### src/rtl/uart_pkg.sv
// +----------------------------------------------------------------------+
// | uart_pkg : shared UART types and constants (RX now, TX successor).   |
// | Rev 1.0                                                               |
// +----------------------------------------------------------------------+
`default_nettype none

package uart_pkg;

  typedef enum logic [2:0] {
    IDLE   = 3'd0,
    START  = 3'd1,
    DATA   = 3'd2,
    PARITY = 3'd3,
    STOP   = 3'd4
  } rx_state_t;

  localparam int PAR_NONE = 0;
  localparam int PAR_EVEN = 1;
  localparam int PAR_ODD  = 2;

  function automatic logic maj3(input logic a, input logic b, input logic c);
    return (a & b) | (a & c) | (b & c);
  endfunction

endpackage

`default_nettype wire

### src/rtl/uart_rx_sync.sv
// +----------------------------------------------------------------------+
// | uart_rx_sync : 2-flop rx synchronizer plus optional 2-of-3 sampler.  |
// | Build option: UART_RX_MAJORITY_EN enables the majority history.       |
// | Rev 1.0                                                               |
// +----------------------------------------------------------------------+
`default_nettype none

module uart_rx_sync
  import uart_pkg::*;
(
  input  logic clk,
  input  logic reset_n,
  input  logic s_tick,
  input  logic rx,
  output logic rx_s,
  output logic sample
);

  logic r_meta;
  logic r_sync;

  always_ff @(posedge clk or negedge reset_n) begin
    if (!reset_n) begin
      r_meta <= 1'b1;
      r_sync <= 1'b1;
    end else begin
      r_meta <= rx;
      r_sync <= r_meta;
    end
  end

  assign rx_s = r_sync;

`ifdef UART_RX_MAJORITY_EN
  // History of the two previous ticks; the current tick's value completes the vote.
  logic [1:0] r_hist;

  always_ff @(posedge clk or negedge reset_n) begin
    if (!reset_n) begin
      r_hist <= 2'b11;
    end else if (s_tick) begin
      r_hist <= {r_hist[0], r_sync};
    end
  end

  assign sample = maj3(r_hist[1], r_hist[0], r_sync);
`else
  logic w_unused_tick;
  assign w_unused_tick = s_tick;
  assign sample        = r_sync;
`endif

endmodule

`default_nettype wire

### src/rtl/uart_rx_frame.sv
// +----------------------------------------------------------------------+
// | uart_rx_frame : oversampling UART receiver with parity/frame checks. |
// | Build option: UART_RX_MAJORITY_EN selects 2-of-3 bit sampling.        |
// | Rev 1.0                                                               |
// +----------------------------------------------------------------------+
`default_nettype none

module uart_rx_frame
  import uart_pkg::*;
#(
  parameter int DATA_BITS   = 8,
  parameter int OVERSAMPLE  = 16,
  parameter int PARITY_MODE = 0,
  parameter int STOP_BITS   = 1
) (
  input  logic                 clk,
  input  logic                 reset_n,
  input  logic                 s_tick,
  input  logic                 rx,
  output logic [DATA_BITS-1:0] rx_dout,
  output logic                 rx_done_tick,
  output logic                 parity_err,
  output logic                 frame_err
);

  localparam int c_CNT_W = $clog2(OVERSAMPLE);
  localparam int c_IDX_W = $clog2(DATA_BITS);
  localparam logic [c_CNT_W-1:0] c_MID  = c_CNT_W'(OVERSAMPLE / 2 - 1);
  localparam logic [c_CNT_W-1:0] c_LAST = c_CNT_W'(OVERSAMPLE - 1);
  localparam logic [c_IDX_W-1:0] c_IDX_LAST = c_IDX_W'(DATA_BITS - 1);
  localparam logic               c_STOP_LAST = 1'(STOP_BITS - 1);

  generate
    if (DATA_BITS < 5 || DATA_BITS > 9) begin : g_bad_data_bits
      $error("uart_rx_frame: DATA_BITS must be 5..9");
    end
    if (OVERSAMPLE < 8 || (OVERSAMPLE % 2) != 0) begin : g_bad_oversample
      $error("uart_rx_frame: OVERSAMPLE must be even and >= 8");
    end
    if (PARITY_MODE < PAR_NONE || PARITY_MODE > PAR_ODD) begin : g_bad_parity
      $error("uart_rx_frame: PARITY_MODE must be 0, 1 or 2");
    end
    if (STOP_BITS < 1 || STOP_BITS > 2) begin : g_bad_stop
      $error("uart_rx_frame: STOP_BITS must be 1 or 2");
    end
  endgenerate

  logic w_rx_s;
  logic w_sample;

  uart_rx_sync u_sync (
    .clk     (clk),
    .reset_n (reset_n),
    .s_tick  (s_tick),
    .rx      (rx),
    .rx_s    (w_rx_s),
    .sample  (w_sample)
  );

  rx_state_t            r_state;
  logic [c_CNT_W-1:0]   r_cnt;
  logic [c_IDX_W-1:0]   r_idx;
  logic                 r_sidx;
  logic [DATA_BITS-1:0] r_shift;
  logic                 r_perr;
  logic                 r_ferr;
  logic                 r_armed;
  logic [DATA_BITS-1:0] r_dout;
  logic                 r_done;
  logic                 r_perr_out;
  logic                 r_ferr_out;

  logic w_par_xor;
  logic w_ferr_final;
  assign w_par_xor    = (^r_shift) ^ w_sample;
  assign w_ferr_final = r_ferr | ~w_sample;

  always_ff @(posedge clk or negedge reset_n) begin
    if (!reset_n) begin
      r_state    <= IDLE;
      r_cnt      <= '0;
      r_idx      <= '0;
      r_sidx     <= 1'b0;
      r_shift    <= '0;
      r_perr     <= 1'b0;
      r_ferr     <= 1'b0;
      r_armed    <= 1'b1;
      r_dout     <= '0;
      r_done     <= 1'b0;
      r_perr_out <= 1'b0;
      r_ferr_out <= 1'b0;
    end else begin
      r_done <= 1'b0;
      if (w_rx_s) r_armed <= 1'b1;

      case (r_state)
        IDLE: begin
          r_cnt <= '0;
          if (!w_rx_s && r_armed) r_state <= START;
        end

        START: if (s_tick) begin
          if (r_cnt == c_MID) begin
            r_cnt <= '0;
            if (!w_sample) begin
              r_state <= DATA;
              r_idx   <= '0;
              r_perr  <= 1'b0;
              r_ferr  <= 1'b0;
            end else begin
              r_state <= IDLE;
            end
          end else begin
            r_cnt <= r_cnt + 1'b1;
          end
        end

        DATA: if (s_tick) begin
          if (r_cnt == c_LAST) begin
            r_cnt          <= '0;
            r_shift[r_idx] <= w_sample;
            if (r_idx == c_IDX_LAST) begin
              r_sidx  <= 1'b0;
              r_state <= (PARITY_MODE != PAR_NONE) ? PARITY : STOP;
            end else begin
              r_idx <= r_idx + 1'b1;
            end
          end else begin
            r_cnt <= r_cnt + 1'b1;
          end
        end

        PARITY: if (s_tick) begin
          if (r_cnt == c_LAST) begin
            r_cnt   <= '0;
            r_perr  <= (PARITY_MODE == PAR_ODD) ? ~w_par_xor : w_par_xor;
            r_state <= STOP;
          end else begin
            r_cnt <= r_cnt + 1'b1;
          end
        end

        STOP: if (s_tick) begin
          if (r_cnt == c_LAST) begin
            r_cnt <= '0;
            if (r_sidx == c_STOP_LAST) begin
              // Outputs and pulse land together in the first IDLE cycle.
              r_state    <= IDLE;
              r_done     <= 1'b1;
              r_dout     <= r_shift;
              r_perr_out <= r_perr;
              r_ferr_out <= w_ferr_final;
              if (w_ferr_final) r_armed <= 1'b0;
            end else begin
              r_sidx <= 1'b1;
              r_ferr <= w_ferr_final;
            end
          end else begin
            r_cnt <= r_cnt + 1'b1;
          end
        end

        default: r_state <= IDLE;
      endcase
    end
  end

  assign rx_dout      = r_dout;
  assign rx_done_tick = r_done;
  assign parity_err   = r_perr_out;
  assign frame_err    = r_ferr_out;

endmodule

`default_nettype wire

### config.mk
export PLATFORM = sky130hd
export DESIGN_NAME = uart_rx_frame
export DESIGN_NICKNAME = d
export VERILOG_FILES = /design/src/rtl/uart_pkg.sv /design/src/rtl/uart_rx_sync.sv /design/src/rtl/uart_rx_frame.sv
export SDC_FILE = /design/constraint.sdc
export NUM_CORES = 1
export LEC_CHECK = 0
export ABC_CLOCK_PERIOD_IN_PS = 1900
export BUFFER_PORTS_ARGS = -buffer_cell sky130_fd_sc_hd__clkbuf_2
export CAP_MARGIN = 20
export CORE_MARGIN = 2
export CORE_UTILIZATION = 30
export DETAILED_ROUTE_END_ITERATION = 7
export GPL_TIMING_DRIVEN = 0
export PLACE_DENSITY = 0.53
export SLEW_MARGIN = 0
export SYNTH_ARGS = -nofsm -noshare
export SYNTH_HDL_FRONTEND = slang
export SYNTH_SLANG_ARGS = --single-unit
### constraint.sdc
create_clock -name clk -period 1.9 [get_ports clk]
set_input_delay 0.095 -clock clk [delete_from_list [all_inputs] [get_ports clk]]
set_output_delay 0.095 -clock clk [all_outputs]
set_load 0.05 [all_outputs]
==> out/qor.yml, run 1 <==
met1_length_um: 1680
yosys.area.top_type: "dfrtp_1"
floorplan.rows: 27
cts_tree: "yes"
power.leakage_uw: 0.00102
hold_slack_ns: 0.339
synthTopCellsByArea: "dfrtp_1, nand2_1, dfstp_2"
synth_adder_area_share: 0.0274
drc: 0
min_from: "s_tick"
cts.clk_slew.worst_paths_ns: 0.07
critPathArrivalTime_ns: 2.07
skew_ns: 0.0102
seqCellArea_um2: 855
fin_nets: 203
synth-edff-count: 0
async_reset_ff_frac: 1.00
grt_pass1_wl_um: 6160
critPathKind: "flip-flop to flip-flop"
wl_met2_um: 1560
ys_types: 47
drt_iter0_markers: 52
netlist_instances: 173
area_delta_synth_final_pct: 18.7
min_path_type: "input port to flip-flop"
fin_crit_ns: 1.90
reg2reg_slack_ns: 0.002
ioPinCount: 15
period_share: 0.999
muxShareOfSynthArea: 0.0721
cap_violations: 0
critPathMaxFanout: 10
grt_max_degree: 35
coreArea_um2: 5540
dr.pass1.iters: 4
avgSynthCellArea_um2: 10.0
cp_slowest_stage_delay_ns: 0.37
antenna-diode-count: 0
status: "complete, no violations"
routed.top_layer: "met4"
power.density_nw_per_um2: 1100
crit_path_start_kind: "flip-flop"
clock.fmax_mhz: 527
drive_gt1_frac: 0.234
yosysWarnings: 0
die_area_um2: 6410
r2r-start: "r_state[2]"
synth_top_family_by_area: "simple AND/OR/NAND/NOR gates"
stdcell_area_um2: 2060
synth-compound-area-share: 0.0829
grt_pass1_vias: 1299
slew_headroom: 0.417
synth-xor-area-share: 0.0534
grt_use_total: 0.124
final_antenna_net_count: 0
overflow: 0
critical_path.cell_chain: "buf_6 > or3b_1 > or3_4 > nor3_1 > mux2_1"
routed_wirelength_um: 3490
ys_seq_area_frac: 0.492
tns_ns: 0
synth_top_area_share: 0.447
synthFlopType: "dfrtp_1"
antenna_found_initial: 0
crit_buf_inv: 1
routed_via_density: 4.83
post_cts_buffers: 0
crit_slowest_cell: "dfrtp_1"
multi_input_area_um2: 841
startpoint: "r_state[2]"
cp_data_required_time_ns: 2.07
cpLargestDelayFamily: "simple AND/OR/NAND/NOR gates"
irDropWorstVdd_v: 0.000387
finalSetupViolations: 0
synth_common_cells: "nand2_1, dfrtp_1, nand3_1"
port_buffers: 14
synth-simple-area-share: 0.233
cts-root-buf: "clkbuf_8"
worst_pin_slew_ns: 0.875
cp-end-kind: "flip-flop"
wl_met3_um: 155
worst_slack_ns: 0.00208
finalHoldViolCount: 0
slew_viol_final: 0
h-tree-depth: 2
placed_area_um2: 1900
syn_nets: 180
clockBufferDepth: 2
yosysMostFrequentCell: "nand2_1"
gp_congestion: 0.810
grt_setup_unrepaired: "true"
clock_sink_count: 34
dp.final_hpwl_um: 2370
cts_made_buffers: 5
fillers: 569
post-place-ws_ns: 0.000177
start_util: 0.313
dieHeight_um: 80.1
die_x_um: 80.1
clkLatencyLatePin_ns: 0.29
synthesis.area_um2: 1740
wl_per_cell_um: 13.0
finalPower_uw: 2270
ys_seq_elements: 34
vias: 1298
[worst min-delay path, cell delays in order]
cell	delay (ns)
clkbuf_2	0.09
clkbuf_1	0.21
o221ai_1	0.13
nand2_1	0.06
[logic make-up after synthesis]
kind of cell	Yosys count
AO/OA/AOI/OAI	21
multiplexers	11
buffers and inverters	14
AND/OR/NAND/NOR	80
XOR/XNOR	9
flip-flops	34
adder cells (fa/ha/maj)	4
[metal layers]
layer / vias up / global-route usage
li1: 648 / -
met1: 611 / 0.166
met2: 29 / 0.188
met3: 10 / 0.0303
met4: 0 / 0.0576
met5: - / 0
[layout make-up]
type | instances | area share
Buffer | 9 | 0.0243
Clock inverter | 1 | 0.0146
Clock buffer | 7 | 0.0419
Timing Repair Buffer | 16 | 0.0437
Sequential cell | 34 | 0.415
Tap cell | 72 | 0.0437
Inverter | 5 | 0.00911
Multi-Input combinational cell | 125 | 0.408
[cells in the final DEF (no fill, tap or decap), types with 2 or more instances in the layout]
cell | netlist | layout
xor2_1 | 2 | 2
dlygate4sd3_1 | 0 | 2
dfrtp_1 | 31 | 31
xnor2_1 | 6 | 6
nand2_1 | 34 | 34
nor2_1 | 9 | 9
inv_1 | 5 | 5
mux2_1 | 4 | 4
ha_1 | 3 | 2
nor3_2 | 0 | 2
or3b_2 | 2 | 2
mux2i_1 | 2 | 2
nand2b_1 | 2 | 2
a211oi_1 | 2 | 2
clkbuf_8 | 0 | 6
and3_1 | 2 | 2
dfstp_2 | 3 | 3
clkbuf_1 | 4 | 4
nand4_1 | 2 | 2
o21ai_0 | 3 | 3
a31oi_1 | 2 | 2
nor3_1 | 8 | 6
a21oi_1 | 5 | 5
buf_2 | 3 | 3
clkbuf_2 | 0 | 15
nand3_1 | 10 | 10
mux2_2 | 4 | 4
[registers in the layout, summed over array words and instances, names as in the netlist]
name / count
r_shift: 8
r_armed: 1
rx_done_tick: 1
frame_err: 1
u_sync.r_meta: 1
r_state: 3
u_sync.rx_s: 1
r_cnt: 4
parity_err: 1
r_idx: 3
rx_dout: 8
r_ferr: 1
r_perr: 1
[per-stage QoR]
stage | instances | util
after global routing | 269 | 0.372
after global placement | 259 | 0.342
after CTS | 269 | 0.368
after floorplan | 173 | -
final | 269 | 0.372
after detailed placement | 259 | 0.342
[path summary, 6_finish.rpt]
path / to / cells past startpoint
min in group asynchronous: r_idx[0] / 2
max: r_shift[6] / 5
max reg2reg: r_shift[6] / 5
max in group asynchronous: r_idx[1] / 2
min: r_cnt[3] / 4
min reg2reg: u_sync.rx_s / 0
[repair_timing]
item	CTS	global route
gates resized for setup	2	5
setup endpoints to repair	3	6
hold buffers	2	0
hold endpoints to repair	32	0
pin swaps	0	0
[power by group]
group / switching, µW / internal [µW] / total [µW]
Combinational: 347 / 277 / 625
Clock: 260 / 428 / 687
Sequential: 131 / 826 / 958
Note: power is estimated with default switching activity, not from simulation.
==> run 2: changes to the inputs <==
--- a/config.mk
+++ b/config.mk
@@ -15,2 +15,3 @@
 export PLACE_DENSITY = 0.53
+export SKIP_CTS_REPAIR_TIMING = 1
 export SLEW_MARGIN = 0
@@ -19 +20,2 @@
 export SYNTH_SLANG_ARGS = --single-unit
+export TNS_END_PERCENT = 5
==> constraint.sdc (replaced) <==
create_clock -name clk -period 1.9 [get_ports clk]
set_input_delay 0.285 -clock clk [delete_from_list [all_inputs] [get_ports clk]]
set_output_delay 0.285 -clock clk [all_outputs]
set_load 0.05 [all_outputs]
==> out/qor.yml, run 2 (synthesis gave the netlist of run 1 again) <==
status: "complete, no violations"
ioPinCount: 15  # unchanged
h-tree-depth: 2  # unchanged
overflow: 0  # unchanged
dp.final_hpwl_um: 2370  # unchanged
cts_made_buffers: 5  # unchanged
finalSetupViolations: 0  # unchanged
skew_ns: 0.0101  # -0.000174 ns
antenna_found_initial: 0  # unchanged
slew_headroom: 0.415  # -0.00187
power.density_nw_per_um2: 1110  # +0.85%
clock.fmax_mhz: 527  # about the same
numPlacedInstances: 259  # unchanged
cp_slowest_stage_delay_ns: 0.37  # about the same
crit_slowest_cell: "dfrtp_1"
period_share: 0.999  # about the same
routed_via_density: 4.83  # +0.13%
post-place-ws_ns: -0.106  # -0.106 ns
drt_iter0_markers: 56  # +7.7%
worst_pin_slew_ns: 0.878  # +0.00280 ns
stdcell_area_um2: 2040  # -0.97%
power.leakage_uw: 0.00101  # -0.82%
fin_cells: 267  # -0.74%
worst_slack_ns: 0.00211  # +0.0000284 ns
vias: 1290  # -0.62%
area_delta_synth_final_pct: 17.6
drc: 0  # unchanged
critical_path.cell_chain: "buf_6 > or3b_1 > or3_4 > nor3_1 > mux2_1"
grt_pass1_vias: 1296  # -0.23%
placed_area_um2: 1900  # unchanged
drive_gt1_frac: 0.236  # +0.00239
die_area_um2: 6410  # unchanged
hold_slack_ns: 0.0827  # -0.256 ns
gp_congestion: 0.810  # unchanged
routed_wirelength_um: 3480  # -0.26%
min_path_type: "input port to flip-flop"
finalHoldViolCount: 0  # unchanged
reg2reg_slack_ns: 0.002  # about the same
wl_per_cell_um: 13.0  # +0.49%
cts.clk_slew.worst_paths_ns: 0.07  # about the same
crit_path_start_kind: "flip-flop"
irDropWorstVdd_v: 0.000387  # about the same
start_util: 0.313  # unchanged
clkLatencyLatePin_ns: 0.29  # about the same
critPathArrivalTime_ns: 2.07  # about the same
clock_sink_count: 34  # unchanged
dieHeight_um: 80.1  # unchanged
cp_data_required_time_ns: 2.07  # about the same
floorplan.rows: 27  # unchanged
rr_worst_depth: 5  # unchanged
cap_violations: 0  # unchanged
fin_crit_ns: 1.90  # -0.0000284 ns
grt_pass1_wl_um: 6160  # unchanged
critPathMaxFanout: 10  # unchanged
fin_nets: 201  # -0.99%
die_x_um: 80.1  # unchanged
slew_viol_final: 0  # unchanged
final_common_cell: "nand2_1"
dr.pass1.iters: 4  # unchanged
grt_max_degree: 35  # unchanged
min_delay_path_depth: 1  # -3
critPathKind: "flip-flop to flip-flop"
cts_tree: "yes"
coreArea_um2: 5540  # unchanged
antenna-diode-count: 0  # unchanged
cts-root-buf: "clkbuf_8"
cp-end-kind: "flip-flop"
grt_use_total: 0.124  # unchanged
final_antenna_net_count: 0  # unchanged
final_cell_mix: "nand2_1, dfrtp_1, clkbuf_2"
tns_ns: 0  # unchanged
grt_setup_unrepaired: "true"
port_buffers: 14  # unchanged
clockBufferDepth: 2  # unchanged
-- run 2: changes by cell type in the layout (fill, tap and decap cells not counted) --
cell / change
dlygate4sd3_1: -2
-- run 2: stage by stage --
stage | util | total power (µW)
after global placement | 0.342 | 1540
after floorplan | - | 1400
after CTS | 0.363 | 2250
after detailed placement | 0.342 | 1540
after global routing | 0.368 | 2430
final | 0.368 | 2270
-- run 2: final cells by class --
class	instances	area, µm²
multi-input combinational	125	841
fill	570	3500
tap	72	90.1
inverter	5	18.8
clock inverter	1	30.0
buffer	9	50.0
clock buffer	7	86.3
sequential	34	855
timing repair buffer	14	70.1
-- run 2: final timing paths --
| path | from | endpoint |
|---|---|---|
| hold reg to reg | u_sync.r_meta | u_sync.rx_s |
| max in group asynchronous | reset_n | r_idx[1] |
| hold / removal | rx | u_sync.r_meta |
| min in group asynchronous | reset_n | r_idx[0] |
| setup / recovery | r_state[2] | r_shift[6] |
| setup reg to reg | r_state[2] | r_shift[6] |
-- run 2: power breakdown --
group	switching (µW)	internal (µW)	total (µW)
combinational	347	275	621
clock	260	428	688
sequential	131	826	958
-- run 2: critical path, delay by kind of cell (launching register included) --
family | cells | cell delay (ns)
buffers and inverters | 1 | 0.13
muxes | 1 | 0.35
DFF | 1 | 0.37
and+or+nand+nor | 3 | 0.93
-- run 2: routing by layer --
layer | track usage | wire [µm]
met2 | 0.188 | 1550
met5 | 0 | 0
met1 | 0.167 | 1680
met3 | 0.0303 | 158
met4 | 0.0576 | 93
==> run 3: changes to the inputs <==
- BUFFER_PORTS_ARGS: -buffer_cell sky130_fd_sc_hd__clkbuf_2 -> not set
- CAP_MARGIN: 20 -> 5
- DONT_BUFFER_PORTS: not set -> 1
- PLACE_DENSITY: 0.53 -> not set
- PLACE_DENSITY_LB_ADDON: not set -> 0.1
==> out/qor.yml, run 3 (synthesis gave the netlist of run 1 again) <==
status: "complete, no violations"
routed_wirelength_um: 3610  # +3.9%
h-tree-depth: 2  # unchanged
fin_cells: 256  # -4.1%
antenna_found_initial: 0  # unchanged
fillers: 572  # +0.35%
clockBufferDepth: 2  # unchanged
crit_slowest_cell: "or3_4"
r2r-end: "r_shift[4]"
dr.pass1.iters: 4  # unchanged
area_delta_synth_final_pct: 14.8
hold_path_end: "u_sync.rx_s"
routed_via_density: 4.89  # +1.2%
multi_input_area_um2: 857  # +1.9%
skew_ns: 0.0144  # +0.00430 ns
cts_made_buffers: 5  # unchanged
numPlacedInstances: 245  # -5.4%
irDropWorstVdd_v: 0.000448  # +16%
critPathArrivalTime_ns: 2.03  # -0.04 ns
grt_max_degree: 35  # unchanged
grt_setup_unrepaired: "true"
grt_pass1_vias: 1228  # -5.2%
die_area_um2: 6410  # unchanged
worst_pin_slew_ns: 0.479  # -0.398 ns
crit_path_start_kind: "flip-flop"
die_x_um: 80.1  # unchanged
grt_pass1_wl_um: 6000  # -2.7%
clkLatencyLatePin_ns: 0.29  # about the same
r2r-start: "r_state[2]"
p_clk_frac: 0.244  # -0.059
drive_gt1_frac: 0.185  # -0.0511
port_buffers: 0  # -14
reg2reg_slack_ns: 0.04  # +0.04 ns
drt_iter0_markers: 44  # -21%
cts.clk_slew.worst_paths_ns: 0.07  # about the same
cp-end-kind: "flip-flop"
final_common_cell: "nand2_1"
min_path_type: "flip-flop to flip-flop"
p_seq_frac: 0.453  # +0.031
grt_use_total: 0.122  # -0.00243
cts-root-buf: "clkbuf_8"
power.density_nw_per_um2: 1060  # -4.3%
final_antenna_net_count: 0  # unchanged
finalHoldViolCount: 0  # unchanged
drc: 0  # unchanged
period_share: 0.978  # -0.0206
min_delay_path_depth: 0  # -1
switchingPower_uw: 755  # +2.4%
tns_ns: 0  # unchanged
cp_data_required_time_ns: 2.07  # about the same
clock_sink_count: 34  # unchanged
swShare: 0.357  # +0.0311
start_util: 0.313  # unchanged
critPathMaxFanout: 10  # unchanged
fin_crit_ns: 1.86  # -0.0392 ns
gp_congestion: 0.754  # -6.9%
slew_headroom: 0.680  # +0.266
cap_violations: 0  # unchanged
critical_path.cell_chain: "buf_6 > or3b_1 > or3_4 > nor3_2 > mux2_1"
coreArea_um2: 5540  # unchanged
antenna-diode-count: 0  # unchanged
p_int_uw: 1360  # -11%
power.leakage_uw: 0.000947  # -6.0%
vias: 1252  # -2.9%
slew_viol_final: 0  # unchanged
dieHeight_um: 80.1  # unchanged
fin_nets: 190  # -5.5%
wl_per_cell_um: 14.1  # +8.3%
ioPinCount: 15  # unchanged
dp.final_hpwl_um: 2590  # +9.6%
min_from: "u_sync.r_meta"
critPathKind: "flip-flop to flip-flop"
cts_tree: "yes"
seqCellArea_um2: 855  # unchanged
finalSetupViolations: 0  # unchanged
overflow: 0  # unchanged
cp_slowest_stage_delay_ns: 0.39  # +0.02 ns
clock.fmax_mhz: 538  # +2.1%
rr_worst_depth: 5  # unchanged
final_cell_mix: "nand2_1, dfrtp_1, nand3_1"
floorplan.rows: 27  # unchanged
pwr-share-comb: 0.303  # +0.029
run 3: critical path: cells and delay by family, from the launching register on:
kind | cells | cell delay [ns]
simple gates | 3 | 0.91
buf+inv | 1 | 0.14
mux | 1 | 0.33
flops | 1 | 0.37
run 3: power groups by stage:
stage	clock, µW	combinational (µW)	sequential [µW]
after floorplan	0	480	920
after global placement	0	575	949
after detailed placement	0	590	950
after CTS	544	593	935
after global routing	569	730	980
final	518	642	959
run 3: area by class of cell:
type / count / area share
inverters: 5 / 0.00942
well taps: 72 / 0.0452
clock inverters: 2 / 0.00503
repair buffers: 3 / 0.0201
multi-input cells: 125 / 0.430
plain buffers: 9 / 0.0245
flip-flops and latches: 34 / 0.429
clock buffers: 6 / 0.0364
run 3: per-layer routing:
metal | vias up | global-route usage | routed length (µm)
met5 | - | 0 | 0
met4 | 0 | 0.0356 | 38
met3 | 6 | 0.0348 | 130
met2 | 21 | 0.189 | 1690
met1 | 602 | 0.164 | 1750
li1 | 623 | - | -
run 3: how the worst max path moves through the flow:
| stage | slack [ns] | cells past startpoint | to | startpoint |
|---|---|---|---|---|
| 2_1_floorplan | 0.12 | 5 | r_shift[0] | r_state[2] |
| 3_3_place_gp | -0.04 | 5 | r_shift[2] | s_tick |
| 3_5_place_dp | -0.08 | 5 | r_shift[2] | s_tick |
| 4_1_cts | -0.07 | 5 | r_shift[2] | r_cnt[0] |
| 5_1_grt | -0.03 | 5 | r_idx[0] | r_idx[1] |
| 6_report | 0.04 | 5 | r_shift[4] | r_state[2] |
run 3: metrics by stage:
step                setup slack [ns]  utilization  total power (µW)  area, µm²  hold WS, ns
floorplan                      0.125            -              1400       1740      -0.0106
global placement             -0.0394        0.329              1520       1830     -0.00983
detailed placement           -0.0755        0.329              1540       1830     -0.00984
CTS                          -0.0722        0.344              2070       1910       -0.324
global route                 -0.0286        0.360              2280       1990        0.363
finish                        0.0413        0.360              2120       1990        0.355
